### src/rtl/window_stream_sequencer.sv
// window_stream_sequencer: frame-level gate between a valid/ready pixel stream and
// the 6x6 line-buffer window generator. Throttles input on line-buffer occupancy,
// clears the generator at frame start, tracks the window row/column and reports
// frame completion.
// Optional feature macro: WSEQ_STALL_CNT_EN (backpressure stall-cycle counter).
module window_stream_sequencer #(
   parameter int unsigned IMG_WIDTH  = 480,
   parameter int unsigned IMG_HEIGHT = 480,
   parameter int unsigned WIN        = 6,
   parameter int unsigned NUM_LB     = 7,
   parameter int unsigned CW         = 9
) (
   input  logic          clk,
   input  logic          reset,
   input  logic          start,
   input  logic [7:0]    src_pixel,
   input  logic          src_valid,
   output logic          src_ready,
   output logic [7:0]    lb_pixel,
   output logic          lb_pixel_valid,
   output logic          lb_reset,
   input  logic          win_valid,
   output logic [CW-1:0] win_row,
   output logic [CW-1:0] win_col,
   output logic          busy,
   output logic          frame_done,
   output logic          seq_err,
   output logic [15:0]   stall_cycles
);

   localparam int unsigned OW = $clog2(NUM_LB * IMG_WIDTH + 1);
   localparam int unsigned IW = $clog2(IMG_WIDTH * IMG_HEIGHT + 1);

   localparam logic [OW-1:0] OCC_FULL = OW'(NUM_LB * IMG_WIDTH);
   localparam logic [OW-1:0] ROW_PIX  = OW'(IMG_WIDTH);
   localparam logic [IW-1:0] PIX_LAST = IW'(IMG_WIDTH * IMG_HEIGHT - 1);
   localparam logic [CW-1:0] COL_LAST = CW'(IMG_WIDTH - 1);
   localparam logic [CW-1:0] ROW_LAST = CW'(IMG_HEIGHT - WIN);

   localparam logic [1:0] S_IDLE   = 2'd0;
   localparam logic [1:0] S_STREAM = 2'd1;
   localparam logic [1:0] S_DRAIN  = 2'd2;
   localparam logic [1:0] S_DONE   = 2'd3;

   logic [1:0]    r_state,      w_state_nxt;
   logic [OW-1:0] r_occ,        w_occ_nxt;
   logic [IW-1:0] r_in_cnt,     w_in_cnt_nxt;
   logic [CW-1:0] r_win_row,    w_win_row_nxt;
   logic [CW-1:0] r_win_col,    w_win_col_nxt;
   logic          r_busy,       w_busy_nxt;
   logic          r_frame_done, w_frame_done_nxt;
   logic          r_seq_err,    w_seq_err_nxt;

   logic w_start_acc;
   logic w_src_ready;
   logic w_accept;
   logic w_counting;
   logic w_win_cnt;
   logic w_row_end;
   logic w_row_free;
   logic w_last_win;

   // Handshake and window-event decode, all from registered state
   assign w_start_acc = start && (r_state == S_IDLE);
   assign w_src_ready = (r_state == S_STREAM) && (r_occ < OCC_FULL);
   assign w_accept    = src_valid && w_src_ready;
   assign w_counting  = (r_state == S_STREAM) || (r_state == S_DRAIN);
   assign w_win_cnt   = win_valid && w_counting;
   assign w_row_end   = w_win_cnt && (r_win_col == COL_LAST);
   assign w_row_free  = w_row_end && (r_occ >= ROW_PIX);
   assign w_last_win  = w_row_end && (r_win_row == ROW_LAST);

   // Next-state and datapath update; an accepted start overrides everything
   always_comb begin
      w_state_nxt      = r_state;
      w_occ_nxt        = r_occ;
      w_in_cnt_nxt     = r_in_cnt;
      w_win_row_nxt    = r_win_row;
      w_win_col_nxt    = r_win_col;
      w_busy_nxt       = r_busy;
      w_frame_done_nxt = 1'b0;
      w_seq_err_nxt    = r_seq_err;

      // Stray window outside a frame, or a row completion the buffers cannot back
      if (win_valid && !w_counting) begin
         w_seq_err_nxt = 1'b1;
      end
      if (w_row_end && !w_row_free) begin
         w_seq_err_nxt = 1'b1;
      end

      // Accept and row release may coincide; fold both into one update
      case ({w_accept, w_row_free})
         2'b10:   w_occ_nxt = r_occ + OW'(1);
         2'b01:   w_occ_nxt = r_occ - ROW_PIX;
         2'b11:   w_occ_nxt = r_occ + OW'(1) - ROW_PIX;
         default: w_occ_nxt = r_occ;
      endcase

      if (w_accept) begin
         w_in_cnt_nxt = r_in_cnt + IW'(1);
      end

      if (w_win_cnt) begin
         if (r_win_col == COL_LAST) begin
            w_win_col_nxt = '0;
            if (r_win_row != ROW_LAST) begin
               w_win_row_nxt = r_win_row + CW'(1);
            end
         end else begin
            w_win_col_nxt = r_win_col + CW'(1);
         end
      end

      case (r_state)
         S_IDLE: begin
            if (start) begin
               w_state_nxt   = S_STREAM;
               w_occ_nxt     = '0;
               w_in_cnt_nxt  = '0;
               w_win_row_nxt = '0;
               w_win_col_nxt = '0;
               w_busy_nxt    = 1'b1;
               w_seq_err_nxt = 1'b0;
            end
         end
         S_STREAM: begin
            if (w_last_win) begin
               w_state_nxt      = S_DONE;
               w_busy_nxt       = 1'b0;
               w_frame_done_nxt = 1'b1;
            end else if (w_accept && (r_in_cnt == PIX_LAST)) begin
               w_state_nxt = S_DRAIN;
            end
         end
         S_DRAIN: begin
            if (w_last_win) begin
               w_state_nxt      = S_DONE;
               w_busy_nxt       = 1'b0;
               w_frame_done_nxt = 1'b1;
            end
         end
         S_DONE: begin
            w_state_nxt = S_IDLE;
         end
         default: begin
            w_state_nxt = S_IDLE;
         end
      endcase
   end

   // State and datapath registers, synchronous reset
   always_ff @(posedge clk) begin
      if (reset) begin
         r_state      <= S_IDLE;
         r_occ        <= '0;
         r_in_cnt     <= '0;
         r_win_row    <= '0;
         r_win_col    <= '0;
         r_busy       <= 1'b0;
         r_frame_done <= 1'b0;
         r_seq_err    <= 1'b0;
      end else begin
         r_state      <= w_state_nxt;
         r_occ        <= w_occ_nxt;
         r_in_cnt     <= w_in_cnt_nxt;
         r_win_row    <= w_win_row_nxt;
         r_win_col    <= w_win_col_nxt;
         r_busy       <= w_busy_nxt;
         r_frame_done <= w_frame_done_nxt;
         r_seq_err    <= w_seq_err_nxt;
      end
   end

`ifdef WSEQ_STALL_CNT_EN
   logic [15:0] r_stall_cycles;

   // Saturating count of backpressured cycles within a frame
   always_ff @(posedge clk) begin
      if (reset || w_start_acc) begin
         r_stall_cycles <= '0;
      end else if (src_valid && !w_src_ready && r_busy && (r_stall_cycles != 16'hFFFF)) begin
         r_stall_cycles <= r_stall_cycles + 16'd1;
      end
   end

   assign stall_cycles = r_stall_cycles;
`else
   assign stall_cycles = 16'd0;
`endif

   assign src_ready      = w_src_ready;
   assign lb_pixel       = src_pixel;
   assign lb_pixel_valid = w_accept;
   assign lb_reset       = reset | w_start_acc;
   assign win_row        = r_win_row;
   assign win_col        = r_win_col;
   assign busy           = r_busy;
   assign frame_done     = r_frame_done;
   assign seq_err        = r_seq_err;

endmodule

### config.mk
export PLATFORM = sky130hd
export DESIGN_NAME = window_stream_sequencer
export DESIGN_NICKNAME = d
export VERILOG_FILES = /design/src/rtl/window_stream_sequencer.sv
export SDC_FILE = /design/constraint.sdc
export NUM_CORES = 1
export LEC_CHECK = 0
export ABC_AREA = 1
export BUFFER_PORTS_ARGS = -buffer_cell sky130_fd_sc_hd__buf_4
export CAP_MARGIN = 20
export CELL_PAD_IN_SITES_DETAIL_PLACEMENT = 1
export CELL_PAD_IN_SITES_GLOBAL_PLACEMENT = 1
export CORE_MARGIN = 1.5
export CORE_UTILIZATION = 40
export DETAILED_ROUTE_END_ITERATION = 10
export HOLD_SLACK_MARGIN = 0.15
export PLACE_DENSITY_LB_ADDON = 0.08
export SYNTH_ARGS = -nofsm -noshare
export SYNTH_HDL_FRONTEND = slang
export SYNTH_SLANG_ARGS = --single-unit
### constraint.sdc
create_clock -name clk -period 2.2 [get_ports clk]
set_input_delay 0.22 -clock clk [delete_from_list [all_inputs] [get_ports clk]]
set_output_delay 0.22 -clock clk [all_outputs]
set_load 0.02 [all_outputs]
==> results of run 1 <==
==> registers in the layout, indices dropped and copies added, names as in the netlist <==
signal,flops
busy,1
win_row,9
r_state,2
r_in_cnt,18
win_col,9
seq_err,1
frame_done,1
r_occ,12
==> layout make-up <==
type                       count  area [sq um]  area share
inverter                      68           260      0.0672
multi-input combinational    392          2030       0.524
timing repair inverter         1          7.51     0.00194
clock inverter                 2          10.0     0.00258
timing repair buffer          39           295      0.0763
sequential                    53          1060       0.274
tap                          108           135      0.0349
clock buffer                   6          72.6      0.0187
==> power by group through the flow <==
stage	combinational [mW]	sequential (mW)	clock, mW
5_1_grt	1.22	1.16	0.618
3_5_place_dp	1.01	1.16	0
2_1_floorplan	0.757	1.15	0
3_3_place_gp	0.998	1.16	0
4_1_cts	1.02	1.14	0.588
6_report	1.10	1.14	0.557
==> kinds of logic after synthesis <==
kind of cell    after synthesis
flops                        53
buf+inv                     104
xor+xnor                     11
other cells                   1
simple gates                278
fa+ha+maj                    11
compound gates               76
==> cell usage in the layout, fill, tap and decap left out, drive strengths merged, types with 2 or more instances in the layout <==
master and n:
and3 2, nand3 52, a21boi 2, clkbuf 6, o221ai 4, clkinv 3
nor3b 3, ha 11, nor4 2, inv 66, nand4 9, nor2 79
nand3b 2, a21oi 31, o21ai 30, nand2 114, dfxtp 53, clkinvlp 2
conb 16, buf 38, xor2 10, a211oi 2, nor3 15
==> worst paths after layout <==
check	start	to	cells after the start
setup / recovery	r_state[1]	lb_pixel_valid	6
hold reg to reg	busy	busy	2
hold / removal	win_valid	seq_err	3
setup reg to reg	r_occ[6]	r_occ[7]	11
==> metrics by stage <==
step / power, mW / hold WS (ns) / area [sq um]
3_5_place_dp: 2.17 / 0.440 / 3720
6_report: 2.80 / 0.196 / 3870
3_3_place_gp: 2.15 / 0.440 / 3720
2_1_floorplan: 1.91 / 0.385 / 3580
4_1_cts: 2.75 / 0.178 / 3810
5_1_grt: 3.00 / 0.198 / 3870
==> critical path, stage by stage (launching register included) <==
cell	delay, ns
dfxtp_1	0.36
inv_1	0.15
ha_1	0.32
nand3_4	0.14
nor2_8	0.15
buf_4	0.20
buf_4	0.16
==> per-layer routing <==
layer | vias up | share of wire | track usage
met2 | 38 | 0.46 | 0.321
met5 | - | 0 | 0
li1 | 1740 | - | -
met4 | 0 | 0.0091 | 0.0546
met1 | 1626 | 0.51 | 0.280
met3 | 10 | 0.020 | 0.0275
==> timing repair <==
| action | 4_1_cts | 5_1_grt |
|---|---|---|
| setup buffers | 0 | 3 |
| endpoints found under the hold margin | 7 | 0 |
| pin swaps | 0 | 0 |
| cloned | 0 | 1 |
| hold buffers | 1 | 0 |
| endpoints found under the setup margin | 1 | 13 |
| gates resized for setup | 0 | 8 |
==> impl_results.md, run 1 <==
- Outcome: completed
- Pwr Density: 724 mW/mm^2
- Synthesized instance count: ~530
- CTS sink cnt: 53
- 1st-iter DRT viols: 93
- Nets@finish: approximately 580
- CP required: around 2.0 ns
- Die Span X: 96.8 microns
- Min-Delay Path Class: input pin to register
- Total Routing Usage GR: 0.200
- Post-route setup slack: 0.200 ns
- Number of port buffers: 28
- Post-synthesis simple-gate area fraction: 0.363
- Max Root-Sink Buffers: 2
- Placement Setup Slack: between 0.06 and 0.07 ns
- Final WL: 9.37 mm
- CP max FO: 11
- Die area: 0.00937 sq mm
- Synth Area in XOR/XNOR: 0.0274
- Final hold vios: 0
- Max-cap check violation count: 0
- RSZ-0062 raised after global routing: false
- Final setup viols: 0
- Synth Area in Compound Gates: 0.123
- Ys flop type: dfxtp_1
- Worst IR Drop VDD: 0.483 mV
- Ys async rst share: 0
- Placed instance count: 656
- Sequential area share after synthesis: 0.301
- Combinational share of power: 0.393
- CP Capture Type: primary output
- Slew Limit Fails: 0
- Ys Warns: 0
- # IOs: 61
- Kind of critical path: register to primary output
- FF+latch count, synth: 53
- Layout cell share with drive strength beyond 1: 0.134
- WL/cell: 14.0 microns
- Layout Cells excl Fill: 669
- H-tree lvl count: 2
- Cell-internal power: 1.66 mW
- Setup TNS: 0 ns
- TritonCTS buffer count: 5
- Syn_area_per_cell: 6.59 sq um
- Pleak: 1.64 nW
- Netlist Area Pre-Place: 0.00352 sq mm
- Worst EP arrival: 1.78 ns
- Top cells by count, synth: nand2_1, nor2_1, inv_1, dfxtp_1, nand3_1
- Final core occ: 0.448
- Ant. Diodes: 0
- DRC: 0
- Clock share of power: 0.199
- Starting Density: 0.408
- Fmax achieved: 500 MHz
- FF-to-FF setup slack: 0.20 ns
- Vias in the first global route: around 3400
- Yosys cell types: 47
- Number of synthesized flops with an enable pin: 0
- Via count: 3414
- DRT Pass-1 Iters: 4
- Post-synthesis mux area share: 0
- Vias per Instance: 5.10
- Most frequent cell after synthesis: nand2_1
- Initial antenna violation count: 0
- Clock-pin slew on the worst setup and hold paths: about 0.10 ns
- Core Footprint: about 0.0086 sq mm
- Total gr overflow: 0
- Clk_skew: 0.00666 ns
- Routability Congestion: 0.842
- Top post-synthesis cells by area: dfxtp_1, nand2_1, nor2_1
- Chip height: around 97 microns
- CTS tree: yes
- Row count: 34
- Global-route wire length before repair: 15.7 mm
- Largest net degree at the start of global routing: 21
- Switching Fraction: 0.406
- Clk_lat worst skew: approximately 0.30 ns
- Final ANT Viol Nets: 0
- Post-synthesis adder-cell area fraction: 0.0391
- Switch Pwr: approximately 1.1 mW
- FILL cells: 1195
- Share of the synthesized area in the top cell type: 0.301
- Largest family of logic cells by synthesized area: simple AND/OR/NAND/NOR gates
- Fin crit share: 0.909
- CTS root buf: clkbuf_8
- Area growth syn-to-layout: 9.99%
- Final min period: 2.00 ns
- Yosys top cell by area: dfxtp_1
- Critical path startpoint category: register
- Sequential power share: 0.408
- Final HPWL DP: 7.07 mm
(Power assumes the default switching activity.)
==> run 2: changes to the inputs <==
- CORE_ASPECT_RATIO: unset -> 0.8
==> run 2 against run 1 <==
Net effect: critical path type unchanged; largest power group unchanged; cell area rose by 1.2%; die area hardly changed; critical endpoint unchanged; non-clock buffer count is the same; hold slack is essentially flat; sequential power barely moved; register-to-register slack got worse by 0.03 ns; clock power grew 26%.
==> impl_results.md, run 2 (synthesis results as in run 1) <==
- Chip height: 86.9 microns
- CTS root buf: clkbuf_8
- Largest register FFs: 18
- CTS tree: yes
- TritonCTS buffer count: 5
- Pleak: 1.64 nW
- 1st-iter DRT viols: 115
- Die area: 0.00938 sq mm
- Commonest non-fill, non-tap cells in the layout: nand2_1, nor2_1, inv_1
- DRT Pass-1 Iters: 4
- Buf+Inv Stages, Crit Path: 3
- Ant. Diodes: 0
- CP max FO: 13
- CP Capture Type: primary output
- Placed instance count: 660
- Final WL: 9.94 mm
- Starting Density: 0.413
- Final HPWL DP: roughly 7.3 mm
- CP peak stage delay: 0.35 ns
- Total gr overflow: 0
- Max-cap check violation count: 0
- WL met3: 434 microns
- Slew Limit Fails: 0
- Met2 WL: 4.50 mm
- Layout cell share with drive strength beyond 1: 0.141
- Fin crit share: 0.945
- Layout Cells excl Fill: 673
- Vias in the first global route: 3360
- Final setup viols: 0
- Most common cell after layout, fill and taps aside: nand2_1
- Fmax achieved: 481 MHz
- Global-route wire length before repair: 16.1 mm
- Outcome: completed
- # IOs: 61
- Max Root-Sink Buffers: 2
- Vias per Instance: 5.12
- Total Routing Usage GR: 0.217
- Final ANT Viol Nets: 0
- Clk_skew: 0.00649 ns
- Slowest cell on the critical path: dfxtp_2
- RSZ-0062 raised after global routing: true
- Routability Congestion: 0.815
- Die Span X: 108 microns
- Largest registers: r_in_cnt (18), r_occ (12)
- Row count: 30
- Cell Chain, Critical Path: inv_1 > ha_2 > nand3_4 > nor2_8 > buf_4 > buf_4
- Critical path startpoint category: register
- Via count: ~3400
- Min-Delay Path Class: input pin to register
- Top routing layer used: met4
- Setup TNS: 0 ns
- Worst IR Drop VDD: just over 0.4 mV
- Largest delay share family, worst path: buffers and inverters
- Post-route setup slack: 0.121 ns
- WL/cell: 14.8 microns
- Pwr Density: 750 mW/mm^2
- Largest reg by FF count: r_in_cnt
- Core Footprint: ~0.0085 sq mm
- Final hold vios: 0
- FILL cells: 1148
- Worst EP arrival: 1.86 ns
- CTS sink cnt: 53
- Area growth syn-to-layout: 11.3%
- Number of port buffers: 28
- Clock-pin slew on the worst setup and hold paths: 0.11 ns
- Dpl cell area: 0.00373 sq mm
- WL met1: between 4 and 5 mm
- DRC: 0
- Largest net degree at the start of global routing: 21
- Kind of critical path: register to primary output
- Final min period: 2.08 ns
- H-tree lvl count: 2
- CP required: 1.98 ns
- Clk_lat worst skew: 0.33 ns
- Nets@finish: just under 600
- Power Total: 2.94 mW
- Most common cell on crit path: buf_4
- Initial antenna violation count: 0
- Placement Setup Slack: 0.00966 ns
- Finished Cell Area: 0.00392 sq mm
-- run 2: worst paths after layout --
path | startpoint | endpoint | slack [ns] | depth (start not counted)
max | r_state[1] | lb_pixel_valid | 0.12 | 6
min | win_valid | seq_err | 0.20 | 3
max reg2reg | r_state[0] | r_occ[8] | 0.17 | 12
min reg2reg | busy | busy | 0.47 | 2
-- run 2: area by class of cell --
| type | instances | area [sq um] | share of cell area |
|---|---|---|---|
| timing repair inverter | 1 | 7.51 | 0.00192 |
| tap | 112 | 140 | 0.0357 |
| timing repair buffer | 39 | 295 | 0.0753 |
| multi-input combinational | 392 | 2040 | 0.520 |
| inverter | 68 | 260 | 0.0664 |
| clock buffer | 5 | 68.8 | 0.0176 |
| sequential | 53 | 1060 | 0.271 |
| clock inverter | 3 | 46.3 | 0.0118 |
-- run 2: worst reg2reg max path, stage by stage (launching register included) --
cell,delay [ns]
dfxtp_2,0.38
inv_1,0.11
ha_4,0.31
nand2_2,0.10
inv_2,0.11
nand3_2,0.13
nor2_4,0.13
nand2_2,0.10
clkinv_2,0.12
nand2_4,0.08
nor2_4,0.14
nand3_1,0.11
a21oi_1,0.15
-- run 2: timing repair --
item                                    CTS  global route
endpoints found under the hold margin     7             0
endpoints found under the setup margin    3            14
hold buffers                              1             0
gates cloned                              0             1
resized for setup                         1            10
setup buffers                             0             3
-- run 2: power by group --
part / switching [mW] / internal (mW) / total, mW
sequential: 0.0997 / 1.04 / 1.14
clock: 0.363 / 0.341 / 0.704
combinational: 0.709 / 0.381 / 1.09
total: 1.17 / 1.77 / 2.94
-- run 2: stage by stage --
stage / utilization / hold slack, ns
after global routing: 0.460 / 0.194
after detailed placement: 0.437 / 0.440
final: 0.460 / 0.196
after CTS: 0.452 / 0.179
after global placement: 0.437 / 0.440
after floorplan: - / 0.385
-- run 2: metal layers --
layer / vias up / GRT usage
li1: 1737 / -
met1: 1648 / 0.299
met2: 56 / 0.358
met3: 7 / 0.0381
met4: 0 / 0.0431
met5: - / 0
==> run 3: changes to the inputs <==
- CORE_MARGIN: 1.5 -> 2
==> run 3 against run 2 <==
Net effect: count of clock-buffer cells in the layout up 1; maximum frequency about the same; sequential power about the same; largest cell class unchanged; highest routed layer unchanged; sequential share of layout area up 0.24 points; flip-flop and latch count unchanged.
==> impl_results.md, run 3 (synthesis results as in run 1) <==
- 1st-iter DRT viols: 125
- Post-route setup slack: 0.119 ns
- Most common cell on crit path: nor2_2
- Via count: 3512
- Final core occ: 0.456
- Row count: 30
- DRC: 0
- CP peak stage delay: 0.40 ns
- CP max FO: 20
- Total gr overflow: 0
- CP required: 2.45 ns
- CTS sink cnt: 53
- Clk_lat worst skew: 0.32 ns
- H-tree lvl count: 2
- Routability Congestion: between 0.8 and 0.9
- Pwr Density: 727 mW/mm^2
- Vias per Instance: 5.22
- Critical path startpoint category: register
- Commonest non-fill, non-tap cells in the layout: nand2_1, nor2_1, inv_1
- Fmax achieved: between 400 and 500 MHz
- Clock-pin slew on the worst setup and hold paths: 0.10 ns
- Nets@finish: 584
- Core Footprint: 0.00852 sq mm
- DRT Pass-1 Iters: 4
- Starting Density: 0.413
- Slowest cell on the critical path: ha_1
- Layout cell share with drive strength beyond 1: 0.137
- Final hold vios: 0
- Kind of critical path: register to register
- # IOs: 61
- CP endpoint: r_state[1]
- Max Root-Sink Buffers: 2
- Largest reg by FF count: r_in_cnt
- Area growth syn-to-layout: 10.3%
- Global-route wire length before repair: 16.6 mm
- Max-cap check violation count: 0
- Worst IR Drop VDD: 0.312 mV
- Number of port buffers: 28
- Clk_skew: 0.00910 ns
- Capture point of the worst reg-to-reg path: r_state[1]
- WL/cell: approximately 15 microns
- Crit. Startpoint: r_state[1]
- Final setup viols: 0
- TritonCTS buffer count: 5
- Die area: 0.00957 sq mm
- Largest register FFs: 18
- Placement Setup Slack: 0.0265 ns
- CP Capture Type: register
- CTS tree: yes
- Power Total: 2.82 mW
- Pleak: about 1.6 nW
- Final ANT Viol Nets: 0
- Final HPWL DP: 7.42 mm
- FF-to-FF setup slack: approximately 0.12 ns
- Reg-to-reg startpoint: r_state[1]
- Worst EP arrival: 2.33 ns
- Initial antenna violation count: 0
- Chip height: 87.9 microns
- Total Routing Usage GR: 0.218
- Largest registers: r_in_cnt (18), r_occ (12)
- Cell Chain, Critical Path: inv_1 > ha_1 > nand4_2 > buf_4 > nor2_2 > nor2_1 > nor2_2 > nand3_1 > a21oi_1
- Die Span X: 109 microns
- Slew Limit Fails: 0
- Outcome: completed
- FF-to-FF path depth: 9
- Most common cell after layout, fill and taps aside: nand2_1
- Fin crit share: 0.946
- Final min period: around 2.1 ns
- Min-Delay Path Class: input pin to register
- Vias in the first global route: 3439
- Largest net degree at the start of global routing: 21
- Final WL: between 10 and 15 mm
- CTS root buf: clkbuf_8
- Ant. Diodes: 0
run 3: changes by cell type in the layout (fill, tap and decap cells not counted), sizes merged:
cell      before  now
inv           66   67
bufinv         1    0
clkinvlp       3    2
clkbuf         5    6
run 3: per-stage QoR:
stage | std cells | area [sq um] | hold WS (ns) | TNS, ns
6_report | 673 | 3880 | 0.197 | 0
5_1_grt | 673 | 3880 | 0.211 | -0.00617
4_1_cts | 673 | 3860 | 0.187 | 0
3_5_place_dp | 661 | 3730 | 0.440 | 0
3_3_place_gp | 661 | 3730 | 0.440 | 0
2_1_floorplan | 549 | 3580 | 0.385 | 0
run 3: metal layers:
layer / share of wire / vias to the layer above / GRT usage
met2: 0.45 / 68 / 0.353
li1: - / 1747 / -
met3: 0.041 / 14 / 0.0372
met1: 0.50 / 1683 / 0.305
met4: 0.012 / 0 / 0.0455
met5: 0 / - / 0
run 3: worst max-delay path: cells and delay by family, from the launching register on:
family                     cells  cell delay, ns
AOI/OAI and AO/OA              1            0.14
adders and majority gates      1            0.40
buffers and inverters          2            0.45
DFF                            1            0.35
and+or+nand+nor                5            0.67
run 3: how the worst min path moves through the flow:
stage | slack (ns) | end | start | depth (start not counted)
after floorplan | 0.38 | busy | start | 2
after global placement | 0.44 | lb_pixel[4] | src_pixel[4] | 0
after detailed placement | 0.44 | lb_pixel[4] | src_pixel[4] | 0
after CTS | 0.19 | seq_err | win_valid | 3
after global routing | 0.21 | seq_err | win_valid | 3
final | 0.20 | seq_err | win_valid | 3
run 3: area by class of cell:
type / count / area, sq um
repair inverters: 1 / 7.51
fillers: 1153 / 4640
repair buffers: 39 / 295
multi-input cells: 392 / 2030
inverters: 68 / 260
clock inverters: 2 / 13.8
flip-flops and latches: 53 / 1060
well taps: 112 / 140
clock buffers: 6 / 72.6
run 3: what timing repair did:
action,in CTS,in global routing
hold endpoints to repair,7,0
pin swaps,0,0
gates cloned,1,0
resized for setup,3,6
buffers inserted,2,0
hold buffers,1,0
setup endpoints to repair,2,18
run 3: report_power, final:
part,internal [mW],switching [mW]
registers,1.04,0.0971
logic,0.374,0.727
clock network,0.228,0.354
total,1.65,1.18
